### src/rtl/uart_pkg.sv
// Shared UART definitions: the FSM state encoding and baud divisor helper.
package uart_pkg;

  typedef enum logic [1:0] {
    IDLE  = 2'd0,
    START = 2'd1,
    DATA  = 2'd2,
    STOP  = 2'd3
  } uart_state_e;

  // Number of clk cycles per serial bit (integer division, truncating).
  function automatic int clksPerBit(input int clkFreq, input int baud);
    return clkFreq / baud;
  endfunction

endpackage

### src/rtl/uart_rx.sv
// 8N1 serial receiver with a two-flop input synchronizer and mid-bit sampling.
module uart_rx
  import uart_pkg::*;
#(
  parameter int CLKS_PER_BIT = 16
) (
  input  logic       clk_i,
  input  logic       rst_i,
  input  logic       rx_i,
  output logic [7:0] rxout_o,
  output logic       rxdone_o
);

  localparam int CW = $clog2(CLKS_PER_BIT);
  localparam logic [CW-1:0] LAST = CW'(CLKS_PER_BIT - 1);
  localparam logic [CW-1:0] HALF = CW'(CLKS_PER_BIT / 2 - 1);

  uart_state_e   state_q, state_d;
  logic [CW-1:0] cnt_q, cnt_d;
  logic [2:0]    bitIdx_q, bitIdx_d;
  logic [7:0]    shift_q, shift_d;
  logic [7:0]    rxout_q, rxout_d;
  logic          rxdone_q, rxdone_d;
  logic          sync1_q, sync2_q, rxPrev_q;

  // Synchronize the asynchronous line and keep its previous value for edge detection.
  always_ff @(posedge clk_i or posedge rst_i) begin
    if (rst_i) begin
      sync1_q  <= 1'b1;
      sync2_q  <= 1'b1;
      rxPrev_q <= 1'b1;
    end else begin
      sync1_q  <= rx_i;
      sync2_q  <= sync1_q;
      rxPrev_q <= sync2_q;
    end
  end

  // Receiver state, counters, assembled byte and registered outputs.
  always_ff @(posedge clk_i or posedge rst_i) begin
    if (rst_i) begin
      state_q  <= IDLE;
      cnt_q    <= '0;
      bitIdx_q <= '0;
      shift_q  <= '0;
      rxout_q  <= '0;
      rxdone_q <= 1'b0;
    end else begin
      state_q  <= state_d;
      cnt_q    <= cnt_d;
      bitIdx_q <= bitIdx_d;
      shift_q  <= shift_d;
      rxout_q  <= rxout_d;
      rxdone_q <= rxdone_d;
    end
  end

  // Next-state logic; a bad stop bit silently drops the byte.
  always_comb begin
    state_d  = state_q;
    cnt_d    = cnt_q;
    bitIdx_d = bitIdx_q;
    shift_d  = shift_q;
    rxout_d  = rxout_q;
    rxdone_d = 1'b0;
    case (state_q)
      IDLE: begin
        cnt_d    = '0;
        bitIdx_d = '0;
        if (rxPrev_q && !sync2_q) begin
          state_d = START;
        end
      end
      START: begin
        if (cnt_q == HALF) begin
          cnt_d   = '0;
          state_d = sync2_q ? IDLE : DATA;
        end else begin
          cnt_d = cnt_q + 1'b1;
        end
      end
      DATA: begin
        if (cnt_q == LAST) begin
          cnt_d    = '0;
          shift_d  = {sync2_q, shift_q[7:1]};
          bitIdx_d = bitIdx_q + 1'b1;
          if (bitIdx_q == 3'd7) begin
            state_d = STOP;
          end
        end else begin
          cnt_d = cnt_q + 1'b1;
        end
      end
      STOP: begin
        if (cnt_q == LAST) begin
          cnt_d   = '0;
          state_d = IDLE;
          if (sync2_q) begin
            rxout_d  = shift_q;
            rxdone_d = 1'b1;
          end
        end else begin
          cnt_d = cnt_q + 1'b1;
        end
      end
      default: state_d = IDLE;
    endcase
  end

  assign rxout_o  = rxout_q;
  assign rxdone_o = rxdone_q;

endmodule

### src/rtl/uart_tx.sv
// 8N1 serial transmitter; sends frames back-to-back while start_i is held.
module uart_tx
  import uart_pkg::*;
#(
  parameter int CLKS_PER_BIT = 16
) (
  input  logic       clk_i,
  input  logic       rst_i,
  input  logic       start_i,
  input  logic [7:0] txin_i,
  output logic       tx_o,
  output logic       txdone_o
);

  localparam int CW = $clog2(CLKS_PER_BIT);
  localparam logic [CW-1:0] LAST = CW'(CLKS_PER_BIT - 1);

  uart_state_e   state_q, state_d;
  logic [CW-1:0] cnt_q, cnt_d;
  logic [2:0]    bitIdx_q, bitIdx_d;
  logic [7:0]    shift_q, shift_d;

  // State, baud counter, bit index and shift register.
  always_ff @(posedge clk_i or posedge rst_i) begin
    if (rst_i) begin
      state_q  <= IDLE;
      cnt_q    <= '0;
      bitIdx_q <= '0;
      shift_q  <= '0;
    end else begin
      state_q  <= state_d;
      cnt_q    <= cnt_d;
      bitIdx_q <= bitIdx_d;
      shift_q  <= shift_d;
    end
  end

  // Next-state logic; tx and txdone are decoded from the registered state.
  always_comb begin
    state_d  = state_q;
    cnt_d    = cnt_q;
    bitIdx_d = bitIdx_q;
    shift_d  = shift_q;
    tx_o     = 1'b1;
    txdone_o = 1'b0;
    case (state_q)
      IDLE: begin
        cnt_d    = '0;
        bitIdx_d = '0;
        if (start_i) begin
          state_d = START;
          shift_d = txin_i;
        end
      end
      START: begin
        tx_o = 1'b0;
        if (cnt_q == LAST) begin
          cnt_d   = '0;
          state_d = DATA;
        end else begin
          cnt_d = cnt_q + 1'b1;
        end
      end
      DATA: begin
        tx_o = shift_q[0];
        if (cnt_q == LAST) begin
          cnt_d    = '0;
          shift_d  = shift_q >> 1;
          bitIdx_d = bitIdx_q + 1'b1;
          if (bitIdx_q == 3'd7) begin
            state_d = STOP;
          end
        end else begin
          cnt_d = cnt_q + 1'b1;
        end
      end
      STOP: begin
        if (cnt_q == LAST) begin
          cnt_d    = '0;
          txdone_o = 1'b1;
          state_d  = IDLE;
        end else begin
          cnt_d = cnt_q + 1'b1;
        end
      end
      default: state_d = IDLE;
    endcase
  end

endmodule

### src/rtl/top.sv
// Full-duplex UART: independent transmitter and receiver sharing one clock.
module top
  import uart_pkg::*;
#(
  parameter int CLK_FREQ = 100000000,
  parameter int BAUD     = 9600
) (
  input  logic       clk,
  input  logic       rst,
  input  logic       start,
  input  logic [7:0] txin,
  output logic       tx,
  input  logic       rx,
  output logic [7:0] rxout,
  output logic       rxdone,
  output logic       txdone
);

  localparam int CLKS_PER_BIT = clksPerBit(CLK_FREQ, BAUD);

  uart_tx #(
    .CLKS_PER_BIT(CLKS_PER_BIT)
  ) uTx (
    .clk_i   (clk),
    .rst_i   (rst),
    .start_i (start),
    .txin_i  (txin),
    .tx_o    (tx),
    .txdone_o(txdone)
  );

  uart_rx #(
    .CLKS_PER_BIT(CLKS_PER_BIT)
  ) uRx (
    .clk_i   (clk),
    .rst_i   (rst),
    .rx_i    (rx),
    .rxout_o (rxout),
    .rxdone_o(rxdone)
  );

endmodule

### config.mk
export PLATFORM = sky130hd
export DESIGN_NAME = top
export DESIGN_NICKNAME = d
export VERILOG_FILES = /design/src/rtl/uart_pkg.sv /design/src/rtl/uart_rx.sv /design/src/rtl/uart_tx.sv /design/src/rtl/top.sv
export SDC_FILE = /design/constraint.sdc
export NUM_CORES = 1
export LEC_CHECK = 0
export ABC_CLOCK_PERIOD_IN_PS = 2200
export BUFFER_PORTS_ARGS = -buffer_cell sky130_fd_sc_hd__clkbuf_2
export CAP_MARGIN = 20
export CORE_MARGIN = 8
export CORE_UTILIZATION = 54
export CTS_CLUSTER_DIAMETER = 60
export DETAILED_ROUTE_END_ITERATION = 8
export GPL_ROUTABILITY_DRIVEN = 0
export PLACE_DENSITY = 0.75
export SYNTH_ARGS = -nofsm -noshare
export SYNTH_HDL_FRONTEND = slang
export SYNTH_HIERARCHICAL = 1
export SYNTH_SLANG_ARGS = --single-unit
### constraint.sdc
create_clock -name clk -period 2.2 [get_ports clk]
set_input_delay 0.44 -clock clk [delete_from_list [all_inputs] [get_ports clk]]
set_output_delay 0.44 -clock clk [all_outputs]
set_load 0.01 [all_outputs]
==> reports/metrics.yaml <==
totalPowerFinal_mw: 3.59
total_leakage_power_nw: 1.91
power.clock.fraction_pct: 27.0
ratio_of_cells_with_drive_above_1_in_the_final_layout_pct: 31.4
io-pin-count: 23
drc: 0
synth.yosys.seq_area_share_pct: 51.1
finalNonFillerCells: 428
number_of_global_route_vias_before_repair: 2373
route.vias.total: 2316
reg2reg_depth: 5
worst_slew_pin_slew_ps: 488
reg_to_reg_critical_path_startpoint: "uRx/cnt_q[6]$_DFF_PP0_"
r2r-end: "uRx/shift_q[3]$_DFFE_PP0P_"
cts-buffers-inserted: 9
drtIter0Drc: 63
power.share.combinational_pct: 30.4
cts_tree: "built"
relSlewSlack_pct: 67.4
timing.final.crit_share_pct: 103
drt-total-wl_mm: 6.34
layout-area-overhead-vs-synth_pct: 21.2
startpoint_type: "flip-flop"
vdd_drop_max_v: 0.000620
n_fill_cell: 462
grt_start_max_net_pins: 40
maxCapViolCount: 0
post_synth_num_cell_types: 52
nets: 371
hpwlAfterDp_mm: 4.20
drt-vias-per-instance: 5.41
p_switching_mw: 1.17
timing.critical_path.required_ps: 2420
timing.hold.worst.class: "input port to async pin"
die_height_um: 93.5
grt.overflow.total: 0
rrSetupSlack_ps: -70
floorplan.core_area_mm2: 0.00585
power_density_mw_per_mm2: 915
synth-seq-cells: 66
insertedDiodeCount: 0
setup_viol: 12
cts_max_level: 3
yosys_most_used_dff: "sky130_fd_sc_hd__dfrtp_1"
synthesis.area_mm2: 0.00324
p_seq_share_pct: 42.6
syn_avg_cell_area_um2: 11.4
insertion_delay_ps: 330
cellInternalPower_mw: 2.42
path_max_fanout: 4
drt-pass1-iter-count: 4
cp_arrival_ps: 2490
outcome: "finished with violations"
hold_buffers: 0
route.detailed.wl_per_inst_um: 14.8
clock_skew_ps: 10.4
leading_cell_type_in_the_layout_fill_and_taps_excluded: "sky130_fd_sc_hd__dfrtp_1"
setup_cp_type: "flip-flop to flip-flop"
hold-worst-slack_ps: 159
max-clock-path-buffers: 2
grt_first_pass_wirelength_mm: 10.6
hold_violations: 0
slew_viol_final: 0
timing.fmax_mhz: 440
numPortBuffers: 22
synth_enable_flop_cells: 0
layout.core_utilization_pct: 67.1
violations: "negative setup slack"
asyncSetResetFlopFracSynth_pct: 100
die_width_um: 93.5
worst_setup_path_end_kind: "flip-flop"
cell_count_after_synthesis: 285
power_switching_share_pct: 32.6
clockRootBuffer: "sky130_fd_sc_hd__clkbuf_8"
layout_min_cycle_time_ps: 2270
post-route-worst-setup-slack_ps: -74.4
grt_util_all_layers_pct: 15.1
rsz0062_at_grt: "yes"
clkTransAtPathRegs_ps: 70
ys_warn_count: 6
final_cell_mix: "62 x sky130_fd_sc_hd__dfrtp_1, 34 x sky130_fd_sc_hd__nor2_1, 30 x sky130_fd_sc_hd__buf_4"
detail-route-antenna-nets: 0
rows: 28
initial_core_util_pct: 55.4
die_area_mm2: 0.00874
cts.sinks: 66
synth.net_count: 308
number_of_antenna_violations_at_the_first_check_in_global_routing: 0
post-place-cells: 403
## sequential cells by signal, indices dropped and copies added (netlist names), named ones only
signal and count:
uRx/bitIdx_q 3, uRx/cnt_q 14, uRx/rxPrev_q 1, uRx/rxdone_o 1, uRx/rxout_o 8, uRx/shift_q 8
uRx/state_q 1, uRx/sync1_q 1, uRx/sync2_q 1, uTx/bitIdx_q 3, uTx/cnt_q 14, uTx/shift_q 8
uTx/state_q 2
## kinds of logic (layout without fill, tap and decap cells)
| family | Yosys count | in the layout | synth area share [%] |
|---|---|---|---|
| AO/OA/AOI/OAI | 35 | 35 | 8.03 |
| flip-flops | 66 | 66 | 51.1 |
| AND/OR/NAND/NOR | 100 | 101 | 17.3 |
| XOR/XNOR | 23 | 23 | 6.22 |
| adder cells (fa/ha/maj) | 11 | 11 | 4.25 |
| multiplexers | 26 | 26 | 9.61 |
| buffers and inverters | 24 | 91 | 3.51 |
## final cells by class
class / count / area [um^2] / share of cell area (%)
Clock buffer: 10 / 128 / 3.25
Tap cell: 75 / 93.8 / 2.39
Clock inverter: 6 / 57.6 / 1.47
Multi-Input combinational cell: 196 / 1520 / 38.8
Sequential cell: 66 / 1660 / 42.2
Timing Repair Buffer: 59 / 408 / 10.4
Inverter: 16 / 60.1 / 1.53
## worst max-delay path: stages, from the launching register on
cell	delay, ps
sky130_fd_sc_hd__dfrtp_1	390
sky130_fd_sc_hd__or4b_4	530
sky130_fd_sc_hd__or4_4	470
sky130_fd_sc_hd__nor3b_4	300
sky130_fd_sc_hd__buf_6	170
sky130_fd_sc_hd__mux2_4	300
## how the worst max path moves through the flow
stage	startpoint	to	slack, ps	cells past startpoint
5_1_grt	uTx/cnt_q[4]$_DFF_PP0_	txdone	-140	4
3_3_place_gp	uRx/cnt_q[6]$_DFF_PP0_	uRx/rxout_o[1]$_DFFE_PP0P_	-30	5
4_1_cts	uTx/cnt_q[10]$_DFF_PP0_	txdone	-110	4
2_1_floorplan	uRx/cnt_q[6]$_DFF_PP0_	uRx/shift_q[0]$_DFFE_PP0P_	-40	6
6_report	uRx/cnt_q[6]$_DFF_PP0_	uRx/shift_q[3]$_DFFE_PP0P_	-70	5
3_5_place_dp	uRx/cnt_q[6]$_DFF_PP0_	uRx/rxout_o[5]$_DFFE_PP0P_	-120	5
## synth_stat cells (2+ instances only)
| library cell | count | area share [%] |
|---|---|---|
| sky130_fd_sc_hd__a21oi_1 | 6 | 0.93 |
| sky130_fd_sc_hd__a21oi_4 | 2 | 1.0 |
| sky130_fd_sc_hd__a22o_1 | 2 | 0.54 |
| sky130_fd_sc_hd__a31oi_1 | 4 | 0.77 |
| sky130_fd_sc_hd__and2_1 | 3 | 0.58 |
| sky130_fd_sc_hd__and4_1 | 3 | 0.81 |
| sky130_fd_sc_hd__buf_4 | 2 | 0.46 |
| sky130_fd_sc_hd__buf_6 | 2 | 0.69 |
| sky130_fd_sc_hd__clkbuf_1 | 3 | 0.35 |
| sky130_fd_sc_hd__dfrtp_1 | 63 | 49 |
| sky130_fd_sc_hd__dfstp_2 | 3 | 2.4 |
| sky130_fd_sc_hd__ha_1 | 11 | 4.2 |
| sky130_fd_sc_hd__inv_1 | 16 | 1.9 |
| sky130_fd_sc_hd__mux2_2 | 12 | 4.2 |
| sky130_fd_sc_hd__mux2_4 | 7 | 3.2 |
| sky130_fd_sc_hd__mux2i_1 | 6 | 1.9 |
| sky130_fd_sc_hd__nand2_1 | 14 | 1.6 |
| sky130_fd_sc_hd__nand2b_1 | 2 | 0.39 |
| sky130_fd_sc_hd__nand3_1 | 10 | 1.5 |
| sky130_fd_sc_hd__nand4_1 | 9 | 1.7 |
| sky130_fd_sc_hd__nor2_1 | 34 | 3.9 |
| sky130_fd_sc_hd__nor2b_1 | 2 | 0.39 |
| sky130_fd_sc_hd__nor3_1 | 5 | 0.77 |
| sky130_fd_sc_hd__o21ai_0 | 2 | 0.31 |
| sky130_fd_sc_hd__o21ai_1 | 2 | 0.31 |
| sky130_fd_sc_hd__o22a_1 | 4 | 1.1 |
| sky130_fd_sc_hd__o22ai_1 | 6 | 1.2 |
| sky130_fd_sc_hd__or3_1 | 2 | 0.39 |
| sky130_fd_sc_hd__or4_1 | 2 | 0.46 |
| sky130_fd_sc_hd__or4_4 | 2 | 0.69 |
| sky130_fd_sc_hd__or4bb_1 | 2 | 0.69 |
| sky130_fd_sc_hd__xnor2_1 | 9 | 2.4 |
| sky130_fd_sc_hd__xor2_1 | 14 | 3.8 |
## power groups by stage
stage                     clock network, mW  logic, mW  registers, mW
after floorplan                           0      0.757           1.54
after global placement                    0       1.05           1.54
after detailed placement                  0       1.08           1.55
after CTS                             0.994       1.09           1.53
after global routing                   1.05       1.23           1.55
final                                 0.971       1.09           1.53
## metal layers
metal | wire length, um | part of all wire, % | global-route usage [%] | vias up
met5 | 0 | 0 | 0 | -
met4 | 95 | 1.5 | 6.85 | 0
met3 | 298 | 4.7 | 4.41 | 8
met2 | 3040 | 48 | 24.1 | 57
met1 | 2910 | 46 | 18.5 | 1115
li1 | - | - | - | 1136
## per-stage QoR
stage	setup slack [ps]	TNS, ps	area [um^2]
after global routing	-144	-1300	3930
after global placement	-32.3	-255	3610
final	-74.4	-519	3930
after CTS	-106	-495	3850
after floorplan	-42.7	-299	3240
after detailed placement	-116	-1230	3610
## repair_timing
action                                  4_1_cts  5_1_grt
pin swaps                                     3        6
setup buffers                                 4        3
endpoints found under the setup margin       16       33
gates resized for setup                       6       15
gates cloned                                  1        1
endpoints found under the hold margin         0        0
Power figures use the tool's default switching activity.
